===== config.mk =====
export PLATFORM = sky130hd
export DESIGN_NAME = load_writeback_flat
export DESIGN_NICKNAME = d
export VERILOG_FILES = /design/src/rtl/load_writeback_if.sv /design/src/rtl/load_writeback.sv /design/src/flat_wrapper.sv
export SDC_FILE = /design/constraint.sdc
export NUM_CORES = 1
export LEC_CHECK = 0
export CAP_MARGIN = 25
export CORE_MARGIN = 2
export CORE_UTILIZATION = 40
export DETAILED_ROUTE_END_ITERATION = 6
export PLACE_DENSITY = 0.88
export SLEW_MARGIN = 40
export SYNTH_ARGS = -nofsm -noshare
export SYNTH_HDL_FRONTEND = slang
export SYNTH_SLANG_ARGS = --single-unit

===== constraint.sdc =====
create_clock -name clk -period 1.54 [get_ports clk]
set_clock_uncertainty 0.1 [all_clocks]
set_input_delay 0.154 -clock clk [delete_from_list [all_inputs] [get_ports clk]]
set_output_delay 0.154 -clock clk [all_outputs]
set_load 0.005 [all_outputs]

===== src/rtl/load_writeback_if.sv =====
// Load/writeback bundle: request channel, split memory read channel, and
// the register-file write port plus status flags.
interface load_writeback_if #(
  parameter int unsigned ADDR_WIDTH = 5,
  parameter int unsigned DATA_WIDTH = 32
);

  // Request channel
  logic                  req_valid;
  logic                  req_ready;
  logic [ADDR_WIDTH-1:0] req_rd;
  logic [31:0]           req_addr;
  logic [2:0]            req_funct3;

  // Memory read address channel
  logic                  mem_arvalid;
  logic                  mem_arready;
  logic [31:0]           mem_araddr;

  // Memory read data channel
  logic                  mem_rvalid;
  logic                  mem_rready;
  logic [DATA_WIDTH-1:0] mem_rdata;
  logic                  mem_rerr;

  // Register-file write port and status
  logic                  rf_wen;
  logic [ADDR_WIDTH-1:0] rf_waddr;
  logic [DATA_WIDTH-1:0] rf_wdata;
  logic                  busy;
  logic                  load_err;

  // Block side
  modport slave (
    input  req_valid, req_rd, req_addr, req_funct3,
    input  mem_arready, mem_rvalid, mem_rdata, mem_rerr,
    output req_ready, mem_arvalid, mem_araddr, mem_rready,
    output rf_wen, rf_waddr, rf_wdata, busy, load_err
  );

  // Environment side (issuer of loads and memory model)
  modport master (
    output req_valid, req_rd, req_addr, req_funct3,
    output mem_arready, mem_rvalid, mem_rdata, mem_rerr,
    input  req_ready, mem_arvalid, mem_araddr, mem_rready,
    input  rf_wen, rf_waddr, rf_wdata, busy, load_err
  );

endinterface


===== src/rtl/load_writeback.sv =====
// Single-outstanding RV32I load unit: checks the request, issues one
// word-aligned memory read, then aligns/extends the returned word and
// writes it to the register file. Illegal or failed loads pulse load_err.
module load_writeback #(
  parameter int unsigned ADDR_WIDTH = 5,
  parameter int unsigned DATA_WIDTH = 32
) (
  input logic              clk,
  input logic              rst_n,
  load_writeback_if.slave  bus
);

  localparam logic [2:0] F3Lb  = 3'b000;
  localparam logic [2:0] F3Lh  = 3'b001;
  localparam logic [2:0] F3Lw  = 3'b010;
  localparam logic [2:0] F3Lbu = 3'b100;
  localparam logic [2:0] F3Lhu = 3'b101;

  typedef enum logic [1:0] {StIdle, StAr, StR, StWb} state_e;

  state_e                state_q;
  logic [ADDR_WIDTH-1:0] rd_q;
  logic [2:0]            funct3_q;
  logic [1:0]            off_q;
  logic [31:0]           araddr_q;
  logic                  wen_q;
  logic [ADDR_WIDTH-1:0] waddr_q;
  logic [DATA_WIDTH-1:0] wdata_q;
  logic                  err_q;

  logic                  req_legal;
  logic [7:0]            byte_sel;
  logic [15:0]           half_sel;
  logic [DATA_WIDTH-1:0] load_data;

  // Legality of the incoming request: known funct3 and natural alignment.
  always_comb begin
    req_legal = 1'b0;
    case (bus.req_funct3)
      F3Lb, F3Lbu: req_legal = 1'b1;
      F3Lh, F3Lhu: req_legal = ~bus.req_addr[0];
      F3Lw:        req_legal = (bus.req_addr[1:0] == 2'b00);
      default:     req_legal = 1'b0;
    endcase
  end

  // Lane selection and sign/zero extension of the returned word.
  always_comb begin
    byte_sel  = bus.mem_rdata[{off_q, 3'b000} +: 8];
    half_sel  = bus.mem_rdata[{off_q[1], 4'b0000} +: 16];
    load_data = bus.mem_rdata;
    case (funct3_q)
      F3Lb:    load_data = {{(DATA_WIDTH-8){byte_sel[7]}}, byte_sel};
      F3Lh:    load_data = {{(DATA_WIDTH-16){half_sel[15]}}, half_sel};
      F3Lbu:   load_data = {{(DATA_WIDTH-8){1'b0}}, byte_sel};
      F3Lhu:   load_data = {{(DATA_WIDTH-16){1'b0}}, half_sel};
      default: load_data = bus.mem_rdata;
    endcase
  end

  // Control FSM with registered write port, error pulse and read address.
  always_ff @(posedge clk or negedge rst_n) begin
    if (!rst_n) begin
      state_q  <= StIdle;
      rd_q     <= '0;
      funct3_q <= '0;
      off_q    <= '0;
      araddr_q <= '0;
      wen_q    <= 1'b0;
      waddr_q  <= '0;
      wdata_q  <= '0;
      err_q    <= 1'b0;
    end else begin
      // Single-cycle pulses by default
      wen_q <= 1'b0;
      err_q <= 1'b0;
      case (state_q)
        StIdle: begin
          if (bus.req_valid) begin
            if (req_legal) begin
              rd_q     <= bus.req_rd;
              funct3_q <= bus.req_funct3;
              off_q    <= bus.req_addr[1:0];
              araddr_q <= {bus.req_addr[31:2], 2'b00};
              state_q  <= StAr;
            end else begin
              err_q <= 1'b1;
            end
          end
        end
        StAr: begin
          if (bus.mem_arready) begin
            state_q <= StR;
          end
        end
        StR: begin
          if (bus.mem_rvalid) begin
            if (bus.mem_rerr) begin
              err_q   <= 1'b1;
              state_q <= StIdle;
            end else begin
              // x0 is never written, but the access itself still completes
              wen_q   <= (rd_q != '0);
              waddr_q <= rd_q;
              wdata_q <= load_data;
              state_q <= StWb;
            end
          end
        end
        StWb: begin
          state_q <= StIdle;
        end
        default: begin
          state_q <= StIdle;
        end
      endcase
    end
  end

  assign bus.req_ready   = (state_q == StIdle);
  assign bus.mem_arvalid = (state_q == StAr);
  assign bus.mem_araddr  = araddr_q;
  assign bus.mem_rready  = (state_q == StR);
  assign bus.rf_wen      = wen_q;
  assign bus.rf_waddr    = waddr_q;
  assign bus.rf_wdata    = wdata_q;
  assign bus.busy        = (state_q != StIdle);
  assign bus.load_err    = err_q;

endmodule


===== src/flat_wrapper.sv =====
// flat-port wrapper written by rule: the top's interface ports become plain ports
module load_writeback_flat 
#(
  parameter int unsigned ADDR_WIDTH = 5,
  parameter int unsigned DATA_WIDTH = 32
)
  (clk, rst_n, bus_req_valid, bus_req_rd, bus_req_addr, bus_req_funct3, bus_mem_arready, bus_mem_rvalid, bus_mem_rdata, bus_mem_rerr, bus_req_ready, bus_mem_arvalid, bus_mem_araddr, bus_mem_rready, bus_rf_wen, bus_rf_waddr, bus_rf_wdata, bus_busy, bus_load_err);
  load_writeback_if #(.ADDR_WIDTH(ADDR_WIDTH), .DATA_WIDTH(DATA_WIDTH)) bus_i ();
  input logic clk;
  input logic rst_n;
  input wire logic [$bits(bus_i.req_valid)-1:0] bus_req_valid;
  input wire logic [$bits(bus_i.req_rd)-1:0] bus_req_rd;
  input wire logic [$bits(bus_i.req_addr)-1:0] bus_req_addr;
  input wire logic [$bits(bus_i.req_funct3)-1:0] bus_req_funct3;
  input wire logic [$bits(bus_i.mem_arready)-1:0] bus_mem_arready;
  input wire logic [$bits(bus_i.mem_rvalid)-1:0] bus_mem_rvalid;
  input wire logic [$bits(bus_i.mem_rdata)-1:0] bus_mem_rdata;
  input wire logic [$bits(bus_i.mem_rerr)-1:0] bus_mem_rerr;
  output wire logic [$bits(bus_i.req_ready)-1:0] bus_req_ready;
  output wire logic [$bits(bus_i.mem_arvalid)-1:0] bus_mem_arvalid;
  output wire logic [$bits(bus_i.mem_araddr)-1:0] bus_mem_araddr;
  output wire logic [$bits(bus_i.mem_rready)-1:0] bus_mem_rready;
  output wire logic [$bits(bus_i.rf_wen)-1:0] bus_rf_wen;
  output wire logic [$bits(bus_i.rf_waddr)-1:0] bus_rf_waddr;
  output wire logic [$bits(bus_i.rf_wdata)-1:0] bus_rf_wdata;
  output wire logic [$bits(bus_i.busy)-1:0] bus_busy;
  output wire logic [$bits(bus_i.load_err)-1:0] bus_load_err;
  assign bus_i.req_valid = bus_req_valid;
  assign bus_i.req_rd = bus_req_rd;
  assign bus_i.req_addr = bus_req_addr;
  assign bus_i.req_funct3 = bus_req_funct3;
  assign bus_i.mem_arready = bus_mem_arready;
  assign bus_i.mem_rvalid = bus_mem_rvalid;
  assign bus_i.mem_rdata = bus_mem_rdata;
  assign bus_i.mem_rerr = bus_mem_rerr;
  assign bus_req_ready = bus_i.req_ready;
  assign bus_mem_arvalid = bus_i.mem_arvalid;
  assign bus_mem_araddr = bus_i.mem_araddr;
  assign bus_mem_rready = bus_i.mem_rready;
  assign bus_rf_wen = bus_i.rf_wen;
  assign bus_rf_waddr = bus_i.rf_waddr;
  assign bus_rf_wdata = bus_i.rf_wdata;
  assign bus_busy = bus_i.busy;
  assign bus_load_err = bus_i.load_err;
  load_writeback #(.ADDR_WIDTH(ADDR_WIDTH), .DATA_WIDTH(DATA_WIDTH)) u_core (.clk(clk), .rst_n(rst_n), .bus(bus_i));
endmodule

After elaboration in Yosys (flattened, before gate mapping):

Cells that the tools add are included.

* register bits after elaboration: 81
* output and inout port bits: 75
* input port bits: 78
* word-level logic and storage cells: 54

* equal/unequal tests: 14
* bitwise logic cells: 2
* shift-type cells: 2
* multiplexer cells: 16
* reductions and logical operators: 11

Operator list (count)
* 32-bit one-hot mux with 4 select lines: 1
* 32-bit by 6-bit variable part select with 16-bit output: 1
* 32-bit by 6-bit variable part select with 8-bit output: 1
* 3-bit equality test, second input constant: 4
* 2-bit two-way mux: 5
* 2-bit one-hot mux with 4 select lines: 1
* 1-bit two-way mux: 7
* 3-bit by 1-bit equality test with 1-bit output, second input constant: 2
* 3-bit zero test: 2
* 2-bit inequality test, second input constant: 3
* 3-bit AND reduction: 2
* 5-bit nonzero test: 1
* 2-bit equality test, second input constant: 2
* 2-bit zero test: 2
* 4-bit AND reduction: 1
* 2-bit OR reduction: 2
* 3-bit by 2-bit equality test with 1-bit output, second input constant: 1
* 1-bit one-hot mux with 3 select lines: 1
* 2-bit by 1-bit equality test with 1-bit output, second input constant: 1
* 2-bit by 1-bit inequality test with 1-bit output, second input constant: 1
* 1-bit NOT: 2
* 1-bit one-hot mux with 2 select lines: 1
* 2-bit nonzero test: 1

Logic depth before layout (Yosys ltp):

* depth in word-level cells: 6
* mapped depth: 6
* depth with buffers taken out: 4

Worst setup path after synthesis:

OpenSTA, ideal clock, no wires.

* kind: register to register
* start point: register u_core.off_q[1]
* end point: register u_core.wdata_q[20], in the netlist u_core.bus.rf_wdata[20]
* path buffers: 2
* required time: 1.314 ns
* slack: -0.150 ns
* cell stages (with the launch flop): 7
* arrival time: 1.464 ns
* setup time: 0.126 ns
* clock period less this slack: 1.690 ns
* cell sequence: dfrtp_1 -> buf_6 -> mux2_1 -> mux2i_1 -> o31a_1 -> buf_2 -> a21oi_1

* longest elaborated chain between the ends: 2
* elaborated cells on any way between the ends: 3
* classes of those cells: shift (2); mux (1)

Ends and longest elaborated chain
* from (decl): RTL line load_writeback.sv:24 `logic [1:0] off_q;`
* from (signal assigned): RTL line load_writeback.sv:83 `off_q <= bus.req_addr[1:0];`
* 32-bit by 6-bit variable part select with 16-bit output or 32-bit by 6-bit variable part select with 8-bit output (tied branches): RTL line load_writeback.sv:50, load_writeback.sv:49
* 32-bit one-hot mux with 4 select lines (*): RTL line load_writeback.sv:52 `case (funct3_q)`
* to (signal assigned): RTL line load_writeback.sv:105 `wdata_q <= load_data;`
* to (decl): RTL line load_writeback.sv:28 `logic [DATA_WIDTH-1:0] wdata_q;`

Mark *: on every way between the ends. The rest lies on a longest branch, timed or not.
A chain may end at the register's enable or synchronous reset.

Worst setup path in the final report:

* start point: register u_core.state_q[0]
* end point: register u_core.wdata_q[31], in the netlist u_core.bus.rf_wdata[31]

* longest elaborated chain between the ends: 2

Ends and longest elaborated chain
* from (decl): RTL line load_writeback.sv:21 `state_e state_q;`
* from (signal assigned): RTL line load_writeback.sv:64 `state_q <= StIdle;`
* from (signal assigned): RTL line load_writeback.sv:85 `state_q <= StAr;`
* from (signal assigned): RTL line load_writeback.sv:93 `state_q <= StR;`
* 2-bit equality test: RTL line load_writeback.sv:77 `case (state_q)`
* 3-bit AND reduction (no source line)

Every way passes these cells.

==> run metrics <==
run status=finished with violations; failing checks=negative setup slack; count of antenna-violating nets left after detailed routing=0; dominant delay contributor by cell family on the critical path=buffers and inverters; total power density per cell area=1880 nW/µm²; number of rows created at floorplan=36; final hold slack=115 ps; Max FO, Critical Path=16; Layout area overhead=60.2%; count of buffer and inverter cells on the critical path=4; share of the yosys chip area belonging to registers=51.5%; global-route usage over all layers=20.9%; count of final max-slew check failures=0; Floorplan Core Area=9680 µm²; initial DRC count=124; starting utilization of the core area=40.7%; distinct cell type count of the synthesized netlist=35; Max Freq=0.583 GHz; half-perimeter wire length after placement=8110 µm; number of synthesized register bits=81; worst setup margin=-175 ps; met2 layer wire length in the routed design=5900 µm; number of enable-type register cells in the synthesized netlist=0; post-synthesis cell count=335; final cell utilization of the core=65.1%; top-level port count=153; mean number of vias per cell=5.08; wire length of the first global-routing pass=17200 µm; most repeated library cell on the critical path=buf_6; classification of the worst setup path=reg -> reg; Syn Std Cell Area=3940 µm²; cts bufs inserted=9; leakage power figure=2.89 nW; Worst setup SP type=flop; syn_area_per_cell=11.8 µm²; critical path cell sequence=buf_6 > buf_6 > nor4bb_4 > buf_6 > o31a_1 > buf_12 > a21oi_1; unrepaired setup endpoints after global routing=yes; part of the cycle the worst path needs=111%; share of Yosys cell area claimed by the top area cell type=51.5%; Max Cap Viol=0; residual overflow from global routing=0; cell at the root of the clock tree=clkbuf_8; Multi-input gate area=1800 µm²; total length of routed wires=11500 µm; die outline area=10700 µm²; leading cell types by total area after synthesis=dfrtp_1, mux2_4, nand2_1; path class of the lowest-slack min-delay path=in -> reg; clock tree from TritonCTS=done; data arrival time at the worst-slack endpoint=1850 ps; Worst Path Required=1670 ps; largest net degree at the start of global routing=39; maximum count of clock buffers along a single path=2; final layout net count=605; Inst Count DP=631; non-filler cells in the finished layout=664; clock insertion delay at the later pin of the skew report=350 ps; detailed-route DRC error count=0; Crit-path slowest cell=dfrtp_1; total number of vias=3371; drt wl/cell=17.3 µm; Die Width=103 µm; worst supply voltage drop on vdd=0.000985 V; Worst Setup End Kind=flop; CTS sink count=81; antenna cell count=0; met3 WL=678 µm; initial antenna violation count=0; Port Buf Inserts=150; count of filler cells inserted in the layout=732; r2r worst-path depth=7; longest individual stage delay on the worst path=400 ps; yosys synthesis warning count=0; Fin. Hold Viols=0; CTS H-tree lvls=3; highest metal layer with signal wires=met4; most common flop cell mapped by yosys=dfrtp_1; Cells on Worst Hold Path=3; Async SR Flop Fraction=100%; detailed-router iteration count before antenna repair=5; crit path time final=1720 ps; vias in the first global route=3526; wire length on met1=4730 µm; setup violators final=72; overall die height=103 µm; share of layout cells above drive strength 1=25.2%; area used by sequential logic in the layout=2030 µm²; area leader, netlist=dfrtp_1; clock edge transition at the registers on the reported setup and hold paths=80 ps; WP depth=7; GP Congestion=0.936
-- path summary, 6_finish.rpt --
kind,to,start,slack (ps)
max,u_core.bus.rf_wdata[31]$_DFFE_PN0P_,u_core.state_q[0]$_DFFE_PN0P_,-180
min,u_core.off_q[1]$_DFFE_PN0P_,bus_req_addr[1],120
max reg2reg,u_core.bus.rf_wdata[31]$_DFFE_PN0P_,u_core.state_q[0]$_DFFE_PN0P_,-180
min reg2reg,u_core.bus.rf_waddr[1]$_DFFE_PN0P_,u_core.bus.rf_waddr[1]$_DFFE_PN0P_,400
max in group asynchronous,u_core.bus.rf_wdata[18]$_DFFE_PN0P_,rst_n,610
min in group asynchronous,u_core.bus.mem_araddr[10]$_DFFE_PN0P_,rst_n,170
-- flip-flops by register name (all words and copies together) (netlist names) --
register and count:
u_core.off_q 2, u_core.bus.rf_wen 1, u_core.funct3_q 3, u_core.bus.mem_araddr 30
u_core.bus.rf_wdata 32, u_core.bus.load_err 1, u_core.rd_q 5, u_core.bus.rf_waddr 5
u_core.state_q 2
-- per-layer routing --
| metal | GRT usage, % | vias up |
|---|---|---|
| met5 | 0 | - |
| met4 | 7.79 | 0 |
| met3 | 4.44 | 20 |
| met2 | 35.6 | 137 |
| met1 | 26.3 | 1670 |
| li1 | - | 1544 |
-- power by group --
| part | switching [mW] | leakage [nW] | internal [mW] | total (mW) |
|---|---|---|---|---|
| logic | 2.18 | 1.83 | 3.97 | 6.15 |
| clock network | 0.816 | 0.102 | 0.913 | 1.73 |
| registers | 0.765 | 0.955 | 3.19 | 3.96 |
| total | 3.76 | 2.89 | 8.08 | 11.8 |
-- placed cells by master (no fill, tap or decap), types with 2 or more instances in the layout --
master	count
nor2b_1	2
a21o_1	7
dfrtp_1	80
a21oi_1	25
mux2_1	8
clkdlybuf4s50_1	136
nand2_1	46
nor2_2	4
o21ai_1	10
clkbuf_8	9
clkbuf_16	2
mux2i_1	8
buf_4	35
a31oi_1	8
nor2b_4	2
clkinvlp_4	2
nor2_1	24
conb_1	2
mux2_4	42
a2bb2oi_1	7
buf_12	6
nand3b_1	16
bufinv_16	2
buf_6	12
dlymetal6s2s_1	8
nand2_2	3
-- worst register-to-register path: stages (launching register included) --
cell      delay, ps
dfrtp_1         400
buf_6           130
buf_6           110
nor4bb_4        290
buf_6           170
o31a_1          180
buf_12          150
a21oi_1          70
-- cells in the mapped netlist (5+ instances only) --
master and instances:
mux2_1 10, o21ai_1 10, dfrtp_1 81, buf_2 5
mux2_4 40, a2bb2oi_1 7, nand3b_1 16, a31oi_1 8
nor2_1 29, clkbuf_1 8, mux2i_1 8, a21oi_1 26
a21o_1 7, nand2_1 49
-- cell type report --
type	instances	area share (%)
clock inverter	6	1.47
sequential	81	32.2
multi-input combinational	230	28.5
inverter	1	0.0595
timing repair buffer	204	33.2
tap	133	2.64
clock buffer	9	1.96
-- kinds of logic after synthesis --
| logic type | Yosys count | synth area share [%] |
|---|---|---|
| AND/OR/NAND/NOR | 105 | 12.4 |
| flip-flops | 81 | 51.5 |
| AO/OA/AOI/OAI | 64 | 10.0 |
| multiplexers | 59 | 20.7 |
| buffers and inverters | 25 | 5.34 |
| other | 1 | 0.0952 |
-- through the flow --
stage	setup WS (ps)	total power [mW]	TNS [ps]	instance area, µm²
2_1_floorplan	-89.1	6.63	-4140	3970
3_3_place_gp	-602	9.43	-31710	5750
3_5_place_dp	-672	9.68	-35460	5750
4_1_cts	-142	11.6	-8650	6140
5_1_grt	-250	12.5	-14140	6310
6_report	-175	11.8	-10510	6310
-- repair_timing --
action | CTS | global route
resized for setup | 32 | 32
pin swaps | 5 | 4
buffers inserted | 10 | 6
endpoints found under the setup margin | 81 | 90
gates cloned | 1 | 2
endpoints found under the hold margin | 67 | 0
hold buffers | 1 | 0
No activity file was read; power rests on OpenSTA's default activity.
